File: src/rtl/mips_display_pkg.sv
// Shared constants and types for the result display slice.
// Holds digit count, blank pattern, the active-low hex segment table
// ({g,f,e,d,c,b,a}) and the registered output bundle type.
package mips_display_pkg;

  localparam int unsigned NUM_DIGITS = 8;
  localparam int unsigned NIB_W      = 4;
  localparam int unsigned DIG_IDX_W  = 3;
  localparam int unsigned SEG_W      = 7;
  localparam int unsigned DISP_W     = NUM_DIGITS * NIB_W;

  localparam logic [SEG_W-1:0] SEG_BLANK = 7'h7F;

  // Active-low segment patterns for hex digits 0..F.
  localparam logic [SEG_W-1:0] HEX_SEG [16] = '{
    7'h40, 7'h79, 7'h24, 7'h30, 7'h19, 7'h12, 7'h02, 7'h78,
    7'h00, 7'h10, 7'h08, 7'h03, 7'h46, 7'h21, 7'h06, 7'h0E
  };

  typedef logic [DIG_IDX_W-1:0] digit_idx_t;

  // Registered display drive: anodes, cathodes, decimal point (all active-low).
  typedef struct packed {
    logic [NUM_DIGITS-1:0] an;
    logic [SEG_W-1:0]      seg;
    logic                  dp;
  } disp_out_t;

  localparam disp_out_t OUT_RESET = '{an: '1, seg: SEG_BLANK, dp: 1'b1};

endpackage

File: src/rtl/result_display_ctrl_if.sv
// Bus between the pipeline/board and the display controller.
//   v0, v1 : 32-bit result registers to display
//   Sel    : raw push-button choosing v0 or v1
//   An     : active-low digit anodes (bit 0 = rightmost digit)
//   Seg    : active-low cathodes {g,f,e,d,c,b,a}
//   Dp     : active-low decimal point
// master = source of register values and button, slave = display controller.
interface result_display_ctrl_if;
  import mips_display_pkg::*;

  logic [DISP_W-1:0]     v0;
  logic [DISP_W-1:0]     v1;
  logic                  Sel;
  logic [NUM_DIGITS-1:0] An;
  logic [SEG_W-1:0]      Seg;
  logic                  Dp;

  modport master (
    output v0, v1, Sel,
    input  An, Seg, Dp
  );

  modport slave (
    input  v0, v1, Sel,
    output An, Seg, Dp
  );

endinterface

File: src/rtl/seg7_decoder.sv
// Combinational hex-to-7-segment decoder, active-low outputs.
//   i_nibble : 4-bit hex value
//   o_seg_c  : segments {g,f,e,d,c,b,a}, 0 = lit
module seg7_decoder
  import mips_display_pkg::*;
(
  input  logic [NIB_W-1:0] i_nibble,
  output logic [SEG_W-1:0] o_seg_c
);

  assign o_seg_c = HEX_SEG[i_nibble];

endmodule

File: src/rtl/result_display_ctrl.sv
// Multiplexed 8-digit seven-segment display of $v0 / $v1.
// A debounced push-button toggles which register is shown; digits are
// scanned right to left, each held for REFRESH_DIV cycles. Dp on the
// rightmost digit marks that $v1 is displayed.
// Ports:
//   Clk : system clock, rising edge
//   Rst : synchronous active-low reset
//   bus : result_display_ctrl_if.slave (v0, v1, Sel in; An, Seg, Dp out)
// Optional build macro: LEADING_ZERO_BLANK_EN blanks leading zero digits
// (digit 0 is always shown).
module result_display_ctrl
  import mips_display_pkg::*;
#(
  parameter int unsigned REFRESH_DIV     = 100000,
  parameter int unsigned DEBOUNCE_CYCLES = 1000000
) (
  input  logic                 Clk,
  input  logic                 Rst,
  result_display_ctrl_if.slave bus
);

  localparam int unsigned DWELL_W = (REFRESH_DIV > 1) ? $clog2(REFRESH_DIV) : 1;
  localparam int unsigned DB_W    = (DEBOUNCE_CYCLES > 1) ? $clog2(DEBOUNCE_CYCLES) : 1;
  localparam logic [DWELL_W-1:0] DWELL_LAST = DWELL_W'(REFRESH_DIV - 1);
  localparam logic [DB_W-1:0]    DB_LAST    = DB_W'(DEBOUNCE_CYCLES - 1);

  logic              r_sel_meta;
  logic              r_sel_sync;
  logic              r_sel_stable;
  logic [DB_W-1:0]   r_db_cnt;
  logic              r_show_v1;
  logic [DISP_W-1:0] r_disp;
  logic [DWELL_W-1:0] r_dwell;
  digit_idx_t        r_digit;
  disp_out_t         r_out;

  logic [DB_W-1:0]    w_db_cnt_nxt;
  logic               w_stable_nxt;
  logic               w_show_v1_nxt;
  logic [DWELL_W-1:0] w_dwell_nxt;
  digit_idx_t         w_digit_nxt;
  logic [NIB_W-1:0]   w_nibble;
  logic [SEG_W-1:0]   w_seg_dec;
  logic               w_blank;
  disp_out_t          w_out_nxt;

  // Two-flop synchronizer for the asynchronous button.
  always_ff @(posedge Clk) begin
    if (!Rst) begin
      r_sel_meta <= 1'b0;
      r_sel_sync <= 1'b0;
    end else begin
      r_sel_meta <= bus.Sel;
      r_sel_sync <= r_sel_meta;
    end
  end

  // Debounce: accept a new level after it has differed for DEBOUNCE_CYCLES
  // consecutive cycles; only an accepted press (0->1) toggles the selection.
  always_comb begin
    w_db_cnt_nxt  = '0;
    w_stable_nxt  = r_sel_stable;
    w_show_v1_nxt = r_show_v1;
    if (r_sel_sync != r_sel_stable) begin
      if (r_db_cnt == DB_LAST) begin
        w_stable_nxt = r_sel_sync;
        if (r_sel_sync) begin
          w_show_v1_nxt = ~r_show_v1;
        end
      end else begin
        w_db_cnt_nxt = r_db_cnt + DB_W'(1);
      end
    end
  end

  always_ff @(posedge Clk) begin
    if (!Rst) begin
      r_db_cnt     <= '0;
      r_sel_stable <= 1'b0;
      r_show_v1    <= 1'b0;
    end else begin
      r_db_cnt     <= w_db_cnt_nxt;
      r_sel_stable <= w_stable_nxt;
      r_show_v1    <= w_show_v1_nxt;
    end
  end

  // Displayed value, re-sampled every cycle so live register changes show.
  always_ff @(posedge Clk) begin
    if (!Rst) begin
      r_disp <= '0;
    end else begin
      r_disp <= r_show_v1 ? bus.v1 : bus.v0;
    end
  end

  // Dwell counter and digit index; the 3-bit index wraps 7->0 naturally.
  always_comb begin
    w_dwell_nxt = r_dwell + DWELL_W'(1);
    w_digit_nxt = r_digit;
    if (r_dwell == DWELL_LAST) begin
      w_dwell_nxt = '0;
      w_digit_nxt = r_digit + DIG_IDX_W'(1);
    end
  end

  always_ff @(posedge Clk) begin
    if (!Rst) begin
      r_dwell <= '0;
      r_digit <= '0;
    end else begin
      r_dwell <= w_dwell_nxt;
      r_digit <= w_digit_nxt;
    end
  end

  assign w_nibble = r_disp[NIB_W*r_digit +: NIB_W];

  seg7_decoder u_seg7_decoder (
    .i_nibble (w_nibble),
    .o_seg_c  (w_seg_dec)
  );

`ifdef LEADING_ZERO_BLANK_EN
  // Blank digit i>0 when it and every more-significant nibble are zero.
  always_comb begin
    w_blank = (r_digit != '0);
    for (int unsigned i = 0; i < NUM_DIGITS; i++) begin
      if ((DIG_IDX_W'(i) >= r_digit) && (r_disp[NIB_W*i +: NIB_W] != '0)) begin
        w_blank = 1'b0;
      end
    end
  end
`else
  assign w_blank = 1'b0;
`endif

  // Next display drive for the current digit.
  always_comb begin
    w_out_nxt     = OUT_RESET;
    w_out_nxt.an  = ~(NUM_DIGITS'(1) << r_digit);
    w_out_nxt.seg = w_blank ? SEG_BLANK : w_seg_dec;
    w_out_nxt.dp  = ~((r_digit == '0) && r_show_v1);
  end

  always_ff @(posedge Clk) begin
    if (!Rst) begin
      r_out <= OUT_RESET;
    end else begin
      r_out <= w_out_nxt;
    end
  end

  assign bus.An  = r_out.an;
  assign bus.Seg = r_out.seg;
  assign bus.Dp  = r_out.dp;

endmodule
File: src/flat_wrapper.sv
// flat-port wrapper written by rule: the top's interface ports become plain ports
module result_display_ctrl_flat import mips_display_pkg::*;
#(
  parameter int unsigned REFRESH_DIV     = 100000,
  parameter int unsigned DEBOUNCE_CYCLES = 1000000
)
  (Clk, Rst, bus_v0, bus_v1, bus_Sel, bus_An, bus_Seg, bus_Dp);
  result_display_ctrl_if bus_i ();
  input  logic Clk;
  input  logic Rst;
  input wire logic [$bits(bus_i.v0)-1:0] bus_v0;
  input wire logic [$bits(bus_i.v1)-1:0] bus_v1;
  input wire logic [$bits(bus_i.Sel)-1:0] bus_Sel;
  output wire logic [$bits(bus_i.An)-1:0] bus_An;
  output wire logic [$bits(bus_i.Seg)-1:0] bus_Seg;
  output wire logic [$bits(bus_i.Dp)-1:0] bus_Dp;
  assign bus_i.v0 = bus_v0;
  assign bus_i.v1 = bus_v1;
  assign bus_i.Sel = bus_Sel;
  assign bus_An = bus_i.An;
  assign bus_Seg = bus_i.Seg;
  assign bus_Dp = bus_i.Dp;
  result_display_ctrl #(.REFRESH_DIV(REFRESH_DIV), .DEBOUNCE_CYCLES(DEBOUNCE_CYCLES)) u_core (.Clk(Clk), .Rst(Rst), .bus(bus_i));
endmodule
File: config.mk
export PLATFORM = sky130hd
export DESIGN_NAME = result_display_ctrl_flat
export DESIGN_NICKNAME = d
export VERILOG_FILES = /design/src/rtl/mips_display_pkg.sv /design/src/rtl/result_display_ctrl_if.sv /design/src/rtl/seg7_decoder.sv /design/src/rtl/result_display_ctrl.sv /design/src/flat_wrapper.sv
export SDC_FILE = /design/constraint.sdc
export NUM_CORES = 1
export LEC_CHECK = 0
export ABC_AREA = 1
export BUFFER_PORTS_ARGS = -buffer_cell sky130_fd_sc_hd__buf_2
export CAP_MARGIN = 0
export CORE_MARGIN = 4
export CORE_UTILIZATION = 50
export DETAILED_ROUTE_END_ITERATION = 10
export PLACE_DENSITY = 0.75
export SLEW_MARGIN = 20
export SYNTH_ARGS = -nofsm -noshare
export SYNTH_HDL_FRONTEND = slang
export SYNTH_SLANG_ARGS = --single-unit
File: constraint.sdc
create_clock -name Clk -period 1.75 [get_ports Clk]
set_clock_uncertainty 0.2 [all_clocks]
set_input_delay 0.525 -clock Clk [delete_from_list [all_inputs] [get_ports Clk]]
set_output_delay 0.525 -clock Clk [all_outputs]
set_load 0.005 [all_outputs]
==> flow_metrics.env <==
export IMPL_criticalPathCategory="register to register"
export IMPL_grt_pass1_wl_um=16100
export IMPL_hpwl_um=7270
export IMPL_grt_ovfl_total=0
export IMPL_total_power_mw=3.81
export IMPL_dieArea_um2=10500
export IMPL_final_core_util_pct=63.5
export IMPL_setup_ws_ns=-0.0895
export IMPL_cts_root_buffer="clkbuf_8"
export IMPL_h_tree_depth=3
export IMPL_multi_input_area_um2=2450
export IMPL_required_ns=1.81
export IMPL_syn_to_final_growth_pct=23.8
export IMPL_seq_area_um2=1850
export IMPL_min_delay_path_depth=3
export IMPL_drcViolationCount=0
export IMPL_ys_types=41
export IMPL_nets=793
export IMPL_avgSynthCellArea_um2=7.27
export IMPL_tns_ns=-0.316
export IMPL_tightest_slew_ns=0.315
export IMPL_ir_drop_uv=331
export IMPL_die_width_um=102
export IMPL_drv_slew=0
export IMPL_syn_nets=693
export IMPL_rr_worst_depth=10
export IMPL_dp_slack_ns=-0.126
export IMPL_max_freq_mhz=544
export IMPL_critical_path_max_fanout=13
export IMPL_min_to="u_core.r_sel_meta"
export IMPL_netlist_instances=613
export IMPL_reg2reg_slack_ns=-0.09
export IMPL_synth_seq_area_share_pct=41.3
export IMPL_numPortBuffers=82
export IMPL_finalNonFillerCells=826
export IMPL_grt_pass1_vias=3764
export IMPL_yosys_warnings=0
export IMPL_antenna_found_initial=0
export IMPL_core_um2=8680
export IMPL_clkTransAtPathRegs_ns=0.10
export IMPL_dp_cells=803
export IMPL_firstDrtPassIters=5
export IMPL_postLayoutCellArea_um2=5510
export IMPL_clock_latency_ns=0.36
export IMPL_r2r_end="u_core.bus.Seg[3]"
export IMPL_wl_um=10100
export IMPL_status="finished, violations left"
export IMPL_place_gp_congestion=0.917
export IMPL_maxCapViolations=0
export IMPL_arrival_ns=1.90
export IMPL_post_drt_wl_per_cell_um=12.2
export IMPL_finalCritPeriodShare_pct=105
export IMPL_worst_setup_path_start_kind="register"
export IMPL_period_minus_slack_ns=1.84
export IMPL_ant_nets=0
export IMPL_drive_above_1_share_pct=30.4
export IMPL_finalSetupViolCount=6
export IMPL_min_path_type="input port to register"
export IMPL_clkSinkCount=92
export IMPL_vias=4132
export IMPL_cp_end_kind="register"
export IMPL_violations="setup timing"
export IMPL_synthesis_area_um2=4460
export IMPL_drt_initial_drc_count=201
export IMPL_r2r_start="u_core.r_digit[0]"
export IMPL_cts_tree="done"
export IMPL_rsz0062_at_grt="yes"
export IMPL_antenna_cells=0
export IMPL_row_count=34
export IMPL_dpl_instance_area_um2=5020
export IMPL_io_pins=83
export IMPL_ys_seq_elements=92
export IMPL_start_util_pct=51.3
export IMPL_clk_path_buf_depth=2
export IMPL_p_leak_nw=2.33
export IMPL_die_h_um=102
export IMPL_hp_start="bus_Sel"
export IMPL_maxSlewHeadroom_pct=78.8
export IMPL_grt_max_degree=33
export IMPL_hold_buffers=0
export IMPL_cts_made_buffers=9
export IMPL_fillers=755
export IMPL_p_per_area_nw_per_um2=691
export IMPL_viasPerCell=5.00
export IMPL_whs_ns=0.165
export IMPL_hold_violations=0
export IMPL_grt_usage_pct=19.0
==> critical path, stage by stage (launching register included) <==
cell and delay [ns]:
dfxtp_4 0.45, inv_6 0.08, o21ai_1 0.23, nand3_2 0.12
nand2_4 0.13, inv_2 0.08, ha_4 0.17, nand3_2 0.09
nand3_2 0.08, nand2_1 0.06, nand2_1 0.05
==> cells in the final DEF, fill, tap and decap left out, types with 2 or more instances in the layout <==
cell,count
nand2_4,6
xor2_1,6
xnor2_1,2
buf_6,5
clkbuf_8,9
a21oi_1,20
dfxtp_1,88
o21ai_1,7
a21oi_2,4
inv_2,6
or2_0,2
clkinvlp_4,2
nor2_1,109
nand3_1,35
dfxtp_2,3
nor2_4,6
nand3_2,16
ha_4,5
o21ai_0,32
nand2_1,102
nand3_4,3
nand2_2,9
o21ai_2,2
ha_1,7
nand3b_1,2
buf_4,21
buf_2,82
inv_1,63
nor3_1,11
nand4_1,10
nor3_2,4
nor2_2,20
inv_6,3
o21ai_4,2
==> cell families after synthesis <==
kind of cell,count (synthesis),share of synthesized area [%]
AND/OR/NAND/NOR,341,35.7
flip-flops,92,41.3
buffers and inverters,91,9.24
AO/OA/AOI/OAI,68,8.45
adder cells (fa/ha/maj),13,3.65
XOR/XNOR,8,1.57
==> final cells by class <==
cell class                      count  area share (%)
Inverter                           71            4.97
Timing Repair Buffer              108            11.3
Sequential cell                    92            33.5
Tap cell                          108            2.45
Clock buffer                        9            2.25
Clock inverter                      7            1.04
Multi-Input combinational cell    431            44.4
==> flip-flops by register name (all words and copies together), names as in the netlist <==
signal               count
u_core.bus.An            8
u_core.r_disp           32
u_core.r_dwell          17
u_core.r_digit           3
u_core.bus.Dp            1
u_core.r_show_v1         1
u_core.r_sel_meta        1
u_core.r_db_cnt         20
u_core.r_sel_sync        1
u_core.bus.Seg           7
u_core.r_sel_stable      1
==> Yosys cell counts <==
library cell  instances  area share (%)
o2111a_1              1            0.25
buf_4                 1            0.17
nand3b_1              2            0.34
inv_6                 1            0.20
or2_0                 2            0.28
nand3_1              48             5.4
o21ai_2               1            0.20
nand4_1              10             1.4
buf_12                1            0.45
inv_1                66             5.6
or2_1                 1            0.14
buf_1                 1           0.084
o21ai_4               1            0.37
xnor2_1               2            0.39
nor3_1               12             1.3
xor2_1                6             1.2
nand2_2               8             1.1
nand3_4               1            0.39
nor3b_1               1            0.17
buf_8                 1            0.34
nor2_4                3            0.76
buf_2                 3            0.34
nand2_1             106             8.9
nand3b_4              1            0.45
or2_2                 1            0.14
clkbuf_1              9            0.76
ha_1                 13             3.7
nand3_2               5             1.1
o21ai_0              34             3.8
nor2_1              118             9.9
inv_2                 4            0.34
dfxtp_1              92              41
nor3_2                3            0.67
a21oi_1              20             2.2
nor3b_2               1            0.28
o21ai_1               7            0.79
nand2_4               3            0.76
buf_6                 4             1.0
nor2_2               14             2.0
a21oi_2               4            0.79
and2_1                1            0.14
==> repair_timing <==
action / in CTS / in global routing
cloned: 1 / 0
endpoints found under the setup margin: 7 / 41
hold endpoints to repair: 0 / 0
pin swaps: 10 / 30
resized for setup: 13 / 51
buffers inserted: 5 / 2
==> layer usage <==
layer / wire length, µm / part of all wire [%] / GRT usage [%] / vias up
met5: 0 / 0 / 0 / -
met1: 4620 / 46 / 25.9 / 1862
met2: 4780 / 47 / 31.0 / 116
li1: - / - / - / 2135
met4: 155 / 1.5 / 5.95 / 0
met3: 549 / 5.4 / 3.00 / 19
==> power by group <==
part	switching, mW	leakage (nW)	internal [mW]
Sequential	0.0232	0.756	2.15
Combinational	0.166	1.48	0.146
Clock	0.787	0.0881	0.536
Total	0.976	2.33	2.83
==> worst max-delay path by stage <==
stage                      start                 to  slack (ns)
2_1_floorplan  u_core.r_digit[0]  u_core.bus.Seg[3]       -0.05
3_3_place_gp   u_core.r_digit[0]  u_core.bus.Seg[3]       -0.04
3_5_place_dp   u_core.r_digit[0]  u_core.bus.Seg[3]       -0.13
4_1_cts        u_core.r_digit[0]  u_core.bus.Seg[1]       -0.02
5_1_grt        u_core.r_digit[0]  u_core.bus.Seg[3]       -0.21
6_report       u_core.r_digit[0]  u_core.bus.Seg[3]       -0.09
(Power assumes the default switching activity.)
